## src/rtl/pc_unit.sv

```systemverilog
// Program counter with prioritised branch/jump redirects. A redirect that arrives during a stall
// is buffered and applied on the first unstalled edge. Also tracks redirect count and misalignment.
module pc_unit #(
  parameter int unsigned WIDTH    = 32,
  parameter logic [31:0] RESET_PC = 32'h0000_3000,
  parameter int unsigned CNT_W    = 16
) (
  input  logic             clk,
  input  logic             reset,
  input  logic             stall,
  input  logic             br_taken,
  input  logic [WIDTH-1:0] br_target,
  input  logic             j_instr,
  input  logic [WIDTH-1:0] j_target,
  input  logic             jr,
  input  logic [WIDTH-1:0] jr_target,
  output logic [WIDTH-1:0] pc,
  output logic [WIDTH-1:0] pc_plus4,
  output logic [WIDTH-1:0] pc_plus8,
  output logic             flush,
  output logic             misalign,
  output logic             pending,
  output logic [CNT_W-1:0] redirect_cnt
);

  localparam logic [WIDTH-1:0] ResetPc = WIDTH'(RESET_PC);
  localparam logic [CNT_W-1:0] CntMax  = '1;

  logic [WIDTH-1:0] pc_q, pc_d;
  logic [WIDTH-1:0] pend_tgt_q, pend_tgt_d;
  logic             pending_q, pending_d;
  logic             flush_q, flush_d;
  logic             misalign_q, misalign_d;
  logic [CNT_W-1:0] cnt_q, cnt_d;

  logic             req;
  logic [WIDTH-1:0] req_target;
  logic [WIDTH-1:0] req_aligned;
  logic             req_misaligned;
  logic             load_redirect;

  always_comb begin
    req = br_taken | j_instr | jr;
    if (br_taken) begin
      req_target = br_target;
    end else if (j_instr) begin
      req_target = j_target;
    end else begin
      req_target = jr_target;
    end
    req_aligned    = {req_target[WIDTH-1:2], 2'b00};
    req_misaligned = |req_target[1:0];
  end

  always_comb begin
    pc_d          = pc_q;
    pend_tgt_d    = pend_tgt_q;
    pending_d     = pending_q;
    misalign_d    = misalign_q;
    load_redirect = 1'b0;
    if (!stall) begin
      // A fresh request overrides anything buffered; the buffer is consumed either way.
      pending_d = 1'b0;
      if (req) begin
        pc_d          = req_aligned;
        load_redirect = 1'b1;
        misalign_d    = misalign_q | req_misaligned;
      end else if (pending_q) begin
        pc_d          = pend_tgt_q;
        load_redirect = 1'b1;
      end else begin
        pc_d = pc_q + WIDTH'(32'd4);
      end
    end else if (req) begin
      pending_d  = 1'b1;
      pend_tgt_d = req_aligned;
      misalign_d = misalign_q | req_misaligned;
    end
    flush_d = load_redirect;
    cnt_d   = (load_redirect && (cnt_q != CntMax)) ? cnt_q + CNT_W'(1) : cnt_q;
  end

  always_ff @(posedge clk or negedge reset) begin
    if (!reset) begin
      pc_q       <= ResetPc;
      pend_tgt_q <= '0;
      pending_q  <= 1'b0;
      flush_q    <= 1'b0;
      misalign_q <= 1'b0;
      cnt_q      <= '0;
    end else begin
      pc_q       <= pc_d;
      pend_tgt_q <= pend_tgt_d;
      pending_q  <= pending_d;
      flush_q    <= flush_d;
      misalign_q <= misalign_d;
      cnt_q      <= cnt_d;
    end
  end

  assign pc           = pc_q;
  assign pc_plus4     = pc_q + WIDTH'(32'd4);
  assign pc_plus8     = pc_q + WIDTH'(32'd8);
  assign flush        = flush_q;
  assign misalign     = misalign_q;
  assign pending      = pending_q;
  assign redirect_cnt = cnt_q;

endmodule

```

## config.mk

```make
export PLATFORM = sky130hd
export DESIGN_NAME = pc_unit
export DESIGN_NICKNAME = d
export VERILOG_FILES = /design/src/rtl/pc_unit.sv
export SDC_FILE = /design/constraint.sdc
export NUM_CORES = 1
export LEC_CHECK = 0
export BUFFER_PORTS_ARGS = -buffer_cell sky130_fd_sc_hd__buf_2
export CAP_MARGIN = 20
export CORE_UTILIZATION = 41
export DETAILED_ROUTE_END_ITERATION = 10
export PLACE_DENSITY = 0.69
export SYNTH_ARGS = -nofsm -noshare
export SYNTH_HDL_FRONTEND = slang
export SYNTH_SLANG_ARGS = --single-unit
```

## constraint.sdc

```tcl
create_clock -name clk -period 3.8 [get_ports clk]
set_clock_uncertainty 0.15 [all_clocks]
set_input_delay 0.38 -clock clk [delete_from_list [all_inputs] [get_ports clk]]
set_output_delay 0.38 -clock clk [all_outputs]
set_load 0.02 [all_outputs]
```

After elaboration in Yosys (flattened, before gate mapping)
Index checks and enable logic that the tools add are counted.

cells by class
  reduce and logical (&&, ||, !) cells = 3
  equal/unequal tests = 2
  multiplexer cells = 9
  bitwise logic cells = 3
  $add $sub $neg = 3

operators with widths
  kind                   count
  $mux 32                4
  $add 32x3->32 const B  1
  $add 32x4->32 const B  1
  $add 16x1->16 const B  1
  $ne 16x16->1 const B   1
  $mux 1                 5
  $or 1x1->1             3
  $ne 2x1->1 const B     1
  $reduce_and 2->1       1
  $reduce_or 2->1        1
  $logic_and 1x1->1      1

storage, ports and cells
  output and inout port bits = 115
  bits in registers = 81

Longest topological paths before layout
  depth in word-level cells = 5
  gate-level depth with buffers = 8
  mapped depth without buffers = 6

Worst setup path before layout
Ideal clock, no wire load.

  path kind = reg-to-output
  start point = register pc_q[3], in the netlist pc[3]
  end point = output pc_plus4[23]
  buffers on the path = 1
  stages on the path, launching flop included = 7
  arrival time = 2.212 ns
  setup slack = 1.058 ns
  path through = dfrtp_1 > ha_1 > nand4_1 > or4_1 > buf_2 > nor3_4 > xor2_1

between the ends
  longest elaborated chain between the ends = 1

RTL lines
  element                 line  source
  start, declared         29    logic [WIDTH-1:0] pc_q, pc_d;
  start signal, assigned  85    pc_q <= ResetPc;
  start signal, assigned  92    pc_q <= pc_d;
  $add 32x3->32           102   assign pc_plus4 = pc_q + WIDTH'(32'd4);
  end, declared           18    output logic [WIDTH-1:0] pc_plus4,

Every way passes these cells.

Final worst setup path
  start point = register pc_q[4], in the netlist pc[4]
  end point = output pc_plus4[23]

Same word-level chain as after synthesis.

==> summary.md <==
- **final antenna diode count** 0
- **Worst EP arrival** 2710 ps
- **Floorplan Core Area** 13450 um^2
- **global-route usage over all layers** 24.57%
- **fraction of registers with async set or reset after synthesis** 100.0%
- **FMAX** 308.3 MHz
- **Die Width** 120.3 um
- **leading cell type by number of instances after synthesis** sky130_fd_sc_hd__dfrtp_1
- **CP Buf/Inv Count** 1
- **top fanout value on the critical path** 9
- **CTS resizes** 0
- **fraction of layout instances using a drive strength above 1** 32.05%
- **Largest stage delay, worst path** 700 ps
- **initial cell density of the core** 42.62%
- **Post-synth top cells** sky130_fd_sc_hd__dfrtp_1 (77), sky130_fd_sc_hd__nand2_1 (73), sky130_fd_sc_hd__nor2_1 (53)
- **initial antenna violation count** 1
- **number of rows in the core area** 42
- **Via Count** 5674
- **worst-case clock buffer depth** 2
- **ranking of synthesized cells by area** sky130_fd_sc_hd__dfrtp_1 (34%), sky130_fd_sc_hd__xnor2_1 (6.1%), sky130_fd_sc_hd__mux2i_1 (5.1%)
- **final number of max-transition violations** 0
- **Netlist Area Pre-Place** 5733 um^2
- **largest net degree at the start of global routing** 80
- **total congestion overflow after global routing** 0
- **register-to-register path setup slack** 1120 ps
- **DRC violation count after routing** 0
- **setup repair after global routing missed its margin** false
- **router iterations before antenna repair** 5
- **iteration-0 DRC count of the detailed router** 391
- **Critical Path, Cell by Cell** ha_1 -> nand4_1 -> or4_1 -> nor3_4 -> xor2_1 -> buf_2
- **category of the critical setup timing path** flop to output port
- **worst hold-check path type** input port to flop
- **crit path capture type** output port
- **number of warnings reported in the yosys synthesis log** 0
- **area of the die** 14460 um^2
- **worst-skew pair later-pin latency** 330 ps
- **overall power after layout** 2.961 mW
- **setup TNS** 0 ps
- **CP delay by family, top** simple AND/OR/NAND/NOR gates
- **count of H-tree levels built during CTS** 3
- **Post CTS Setup Buffer Count** 0
- **top-level I/O count** 217
- **port buffer count** 210
- **worst relative slew slack** 48.54%
- **Final period util** 85.35%
- **count of cell types in the netlist** 65
- **cell count after synthesis** 682
- **outcome** completed
- **Avg Vias per Cell** 5.503
- **placer congestion estimate** 0.8721
- **area fraction of the dominant cell type after synthesis** 33.61%
- **synthesis-to-layout area growth** 24.64%
- **slowest library cell on the worst path** sky130_fd_sc_hd__or4_1
- **Setup Viol. Count Final** 0
- **ANT nets after route** 0
- **number of cells on the worst reg-to-reg path** 6
- **actual transition at the worst max-transition pin** 763.8 ps
- **Required @ worst endpoint** 3270 ps
- **clock-pin slew reported for the worst setup and hold paths after clock tree synthesis** 60 ps
- **final hold violation count** 0
- **Cells on Worst Hold Path** 3
- **startpoint of the most critical hold path** br_target[1]
- **worst reg2reg path startpoint** pc[2]$_DFFE_PN0N_
- **CTS sink count** 79
- **most used flip-flop cell after synthesis** sky130_fd_sc_hd__dfrtp_1
- **max capacitance violation total** 0
- **via count of the first global-routing pass** 5192
- **post-detailed-route wirelength per cell** 17.27 um
- **number of flops mapped to enable cells by yosys** 0
- **first-pass GRT wire length** 27610 um
- **clock tree from TritonCTS** yes
- **Seq/Total Area, Yosys** 34.53%
- **final net count** 955
- **shortest period the worst path allows** 3243 ps
- **DRT Wirelength** 17800 um
- **average cell area after synthesis** 8.406 um^2
- **number of buffers added by the clock tree synthesis step** 9
- **cell type contributing the most total cell area after synthesis** sky130_fd_sc_hd__dfrtp_1
- **Crit Reg-Reg Endpoint** pc[20]$_DFFE_PN0N_
- **root buffer cell** sky130_fd_sc_hd__clkbuf_16
- **Power Density** 414.3 nW/um^2
- **CP Launch Type** flop
- **register bit count reported by yosys** 79
- **overall die height** 120.3 um
- **total of fill cells in the finished design** 1326
- **endpoint of the worst hold path** misalign$_DFFE_PN0P_
- **half-perimeter wire length after placement** 13650 um
- **total leakage power** 3.291 nW
- **worst voltage drop across the vdd grid** 0.1894 mV
- **cts-stage hold buffer count** 0
==> how the worst max path moves through the flow <==
| stage | from | to | slack (ps) | cells after the start |
|---|---|---|---|---|
| floorplan | pc[3]$_DFFE_PN0N_ | pc_plus4[23] | 1060 | 6 |
| global placement | pc[2]$_DFFE_PN0N_ | pc_plus4[28] | 990 | 6 |
| detailed placement | pc[4]$_DFFE_PN0N_ | pc_plus4[23] | 920 | 6 |
| CTS | pc[4]$_DFFE_PN0N_ | pc_plus4[23] | 550 | 6 |
| global route | pc[4]$_DFFE_PN0N_ | pc_plus4[19] | 410 | 6 |
| finish | pc[4]$_DFFE_PN0N_ | pc_plus4[23] | 560 | 6 |
==> placed cells by master (no fill, tap or decap), types with 3 or more instances in the layout <==
master | Yosys | routed
sky130_fd_sc_hd__a22oi_1 | 4 | 4
sky130_fd_sc_hd__nand2_1 | 73 | 73
sky130_fd_sc_hd__mux2i_1 | 29 | 29
sky130_fd_sc_hd__and3_1 | 7 | 7
sky130_fd_sc_hd__nand3_1 | 35 | 35
sky130_fd_sc_hd__nor4_2 | 2 | 3
sky130_fd_sc_hd__nor3_2 | 2 | 3
sky130_fd_sc_hd__and2_1 | 4 | 4
sky130_fd_sc_hd__o21ai_0 | 46 | 46
sky130_fd_sc_hd__nor4_1 | 7 | 6
sky130_fd_sc_hd__clkbuf_16 | 0 | 9
sky130_fd_sc_hd__mux2_2 | 18 | 18
sky130_fd_sc_hd__nor2_1 | 53 | 53
sky130_fd_sc_hd__a21oi_1 | 23 | 23
sky130_fd_sc_hd__dfrtp_1 | 77 | 77
sky130_fd_sc_hd__o21bai_1 | 7 | 7
sky130_fd_sc_hd__or4_1 | 5 | 5
sky130_fd_sc_hd__o31ai_1 | 11 | 11
sky130_fd_sc_hd__nand2b_1 | 3 | 3
sky130_fd_sc_hd__o22ai_1 | 7 | 7
sky130_fd_sc_hd__inv_1 | 9 | 9
sky130_fd_sc_hd__a31oi_1 | 7 | 7
sky130_fd_sc_hd__a32oi_1 | 3 | 3
sky130_fd_sc_hd__a211oi_1 | 9 | 9
sky130_fd_sc_hd__buf_2 | 15 | 209
sky130_fd_sc_hd__o21ai_1 | 4 | 4
sky130_fd_sc_hd__or3_1 | 5 | 5
sky130_fd_sc_hd__o211ai_1 | 5 | 5
sky130_fd_sc_hd__o21a_1 | 3 | 3
sky130_fd_sc_hd__xnor2_1 | 40 | 40
sky130_fd_sc_hd__nor3_1 | 14 | 13
sky130_fd_sc_hd__clkinv_2 | 0 | 4
sky130_fd_sc_hd__buf_4 | 11 | 8
sky130_fd_sc_hd__nor2b_1 | 6 | 6
sky130_fd_sc_hd__and4_1 | 4 | 4
sky130_fd_sc_hd__nand4_1 | 20 | 20
sky130_fd_sc_hd__conb_1 | 1 | 6
sky130_fd_sc_hd__ha_1 | 3 | 3
sky130_fd_sc_hd__o2bb2ai_1 | 5 | 5
sky130_fd_sc_hd__xor2_1 | 26 | 26
==> area by class of cell <==
class	count	area, um^2	area share [%]
Tap cell	176	220.2	3.082
Clock buffer	10	239.0	3.344
Timing Repair Buffer	222	1211	16.95
Clock inverter	6	36.28	0.5078
Inverter	11	41.29	0.5778
Sequential cell	79	1979	27.70
Multi-Input combinational cell	527	3418	47.84
==> cells by family after synthesis <==
logic type               after synthesis  synth area share [%]
buffers and inverters                 81                 6.373
other                                  1               0.06541
flip-flops                            79                 34.53
AO/OA/AOI/OAI                        154                 17.35
multiplexers                          47                 8.599
XOR/XNOR                              66                 10.08
AND/OR/NAND/NOR                      251                 22.35
adder cells (fa/ha/maj)                3                0.6548
==> registers in the layout, summed over array words and instances (netlist names) <==
name          count
pending           1
pc               30
flush             1
misalign          1
redirect_cnt     16
pend_tgt_q       30
==> layer usage <==
metal  track usage [%]  part of all wire [%]
met1             35.40                    45
met2             37.46                    46
met3             4.906                   7.0
met4             6.481                   1.5
met5                 0                 0.073
==> stage by stage <==
step	hold WS [ps]	cell area, um^2	instances	utilization (%)	setup WS (ps)
after CTS	117.6	7081	1028	52.63	548.8
after floorplan	-65.59	5752	687	-	1058
final	177.5	7146	1031	53.12	556.6
after global placement	303.0	6805	1012	50.59	987.8
after global routing	214.8	7146	1031	53.12	410.6
after detailed placement	297.1	6805	1012	50.59	918.6
==> worst register-to-register path, stage by stage, from the launching register on <==
cell and delay, ps:
sky130_fd_sc_hd__dfrtp_1 460, sky130_fd_sc_hd__ha_1 280, sky130_fd_sc_hd__nand2_1 170, sky130_fd_sc_hd__nor4_2 620, sky130_fd_sc_hd__nand4_1 270, sky130_fd_sc_hd__a2111oi_0 510
sky130_fd_sc_hd__a211oi_1 90
==> power breakdown <==
part / total (mW) / internal [mW] / switching, mW
registers: 1.16 / 0.971 / 0.190
clock network: 0.813 / 0.457 / 0.356
logic: 0.988 / 0.378 / 0.610
Note: power is estimated with default switching activity, not from simulation.
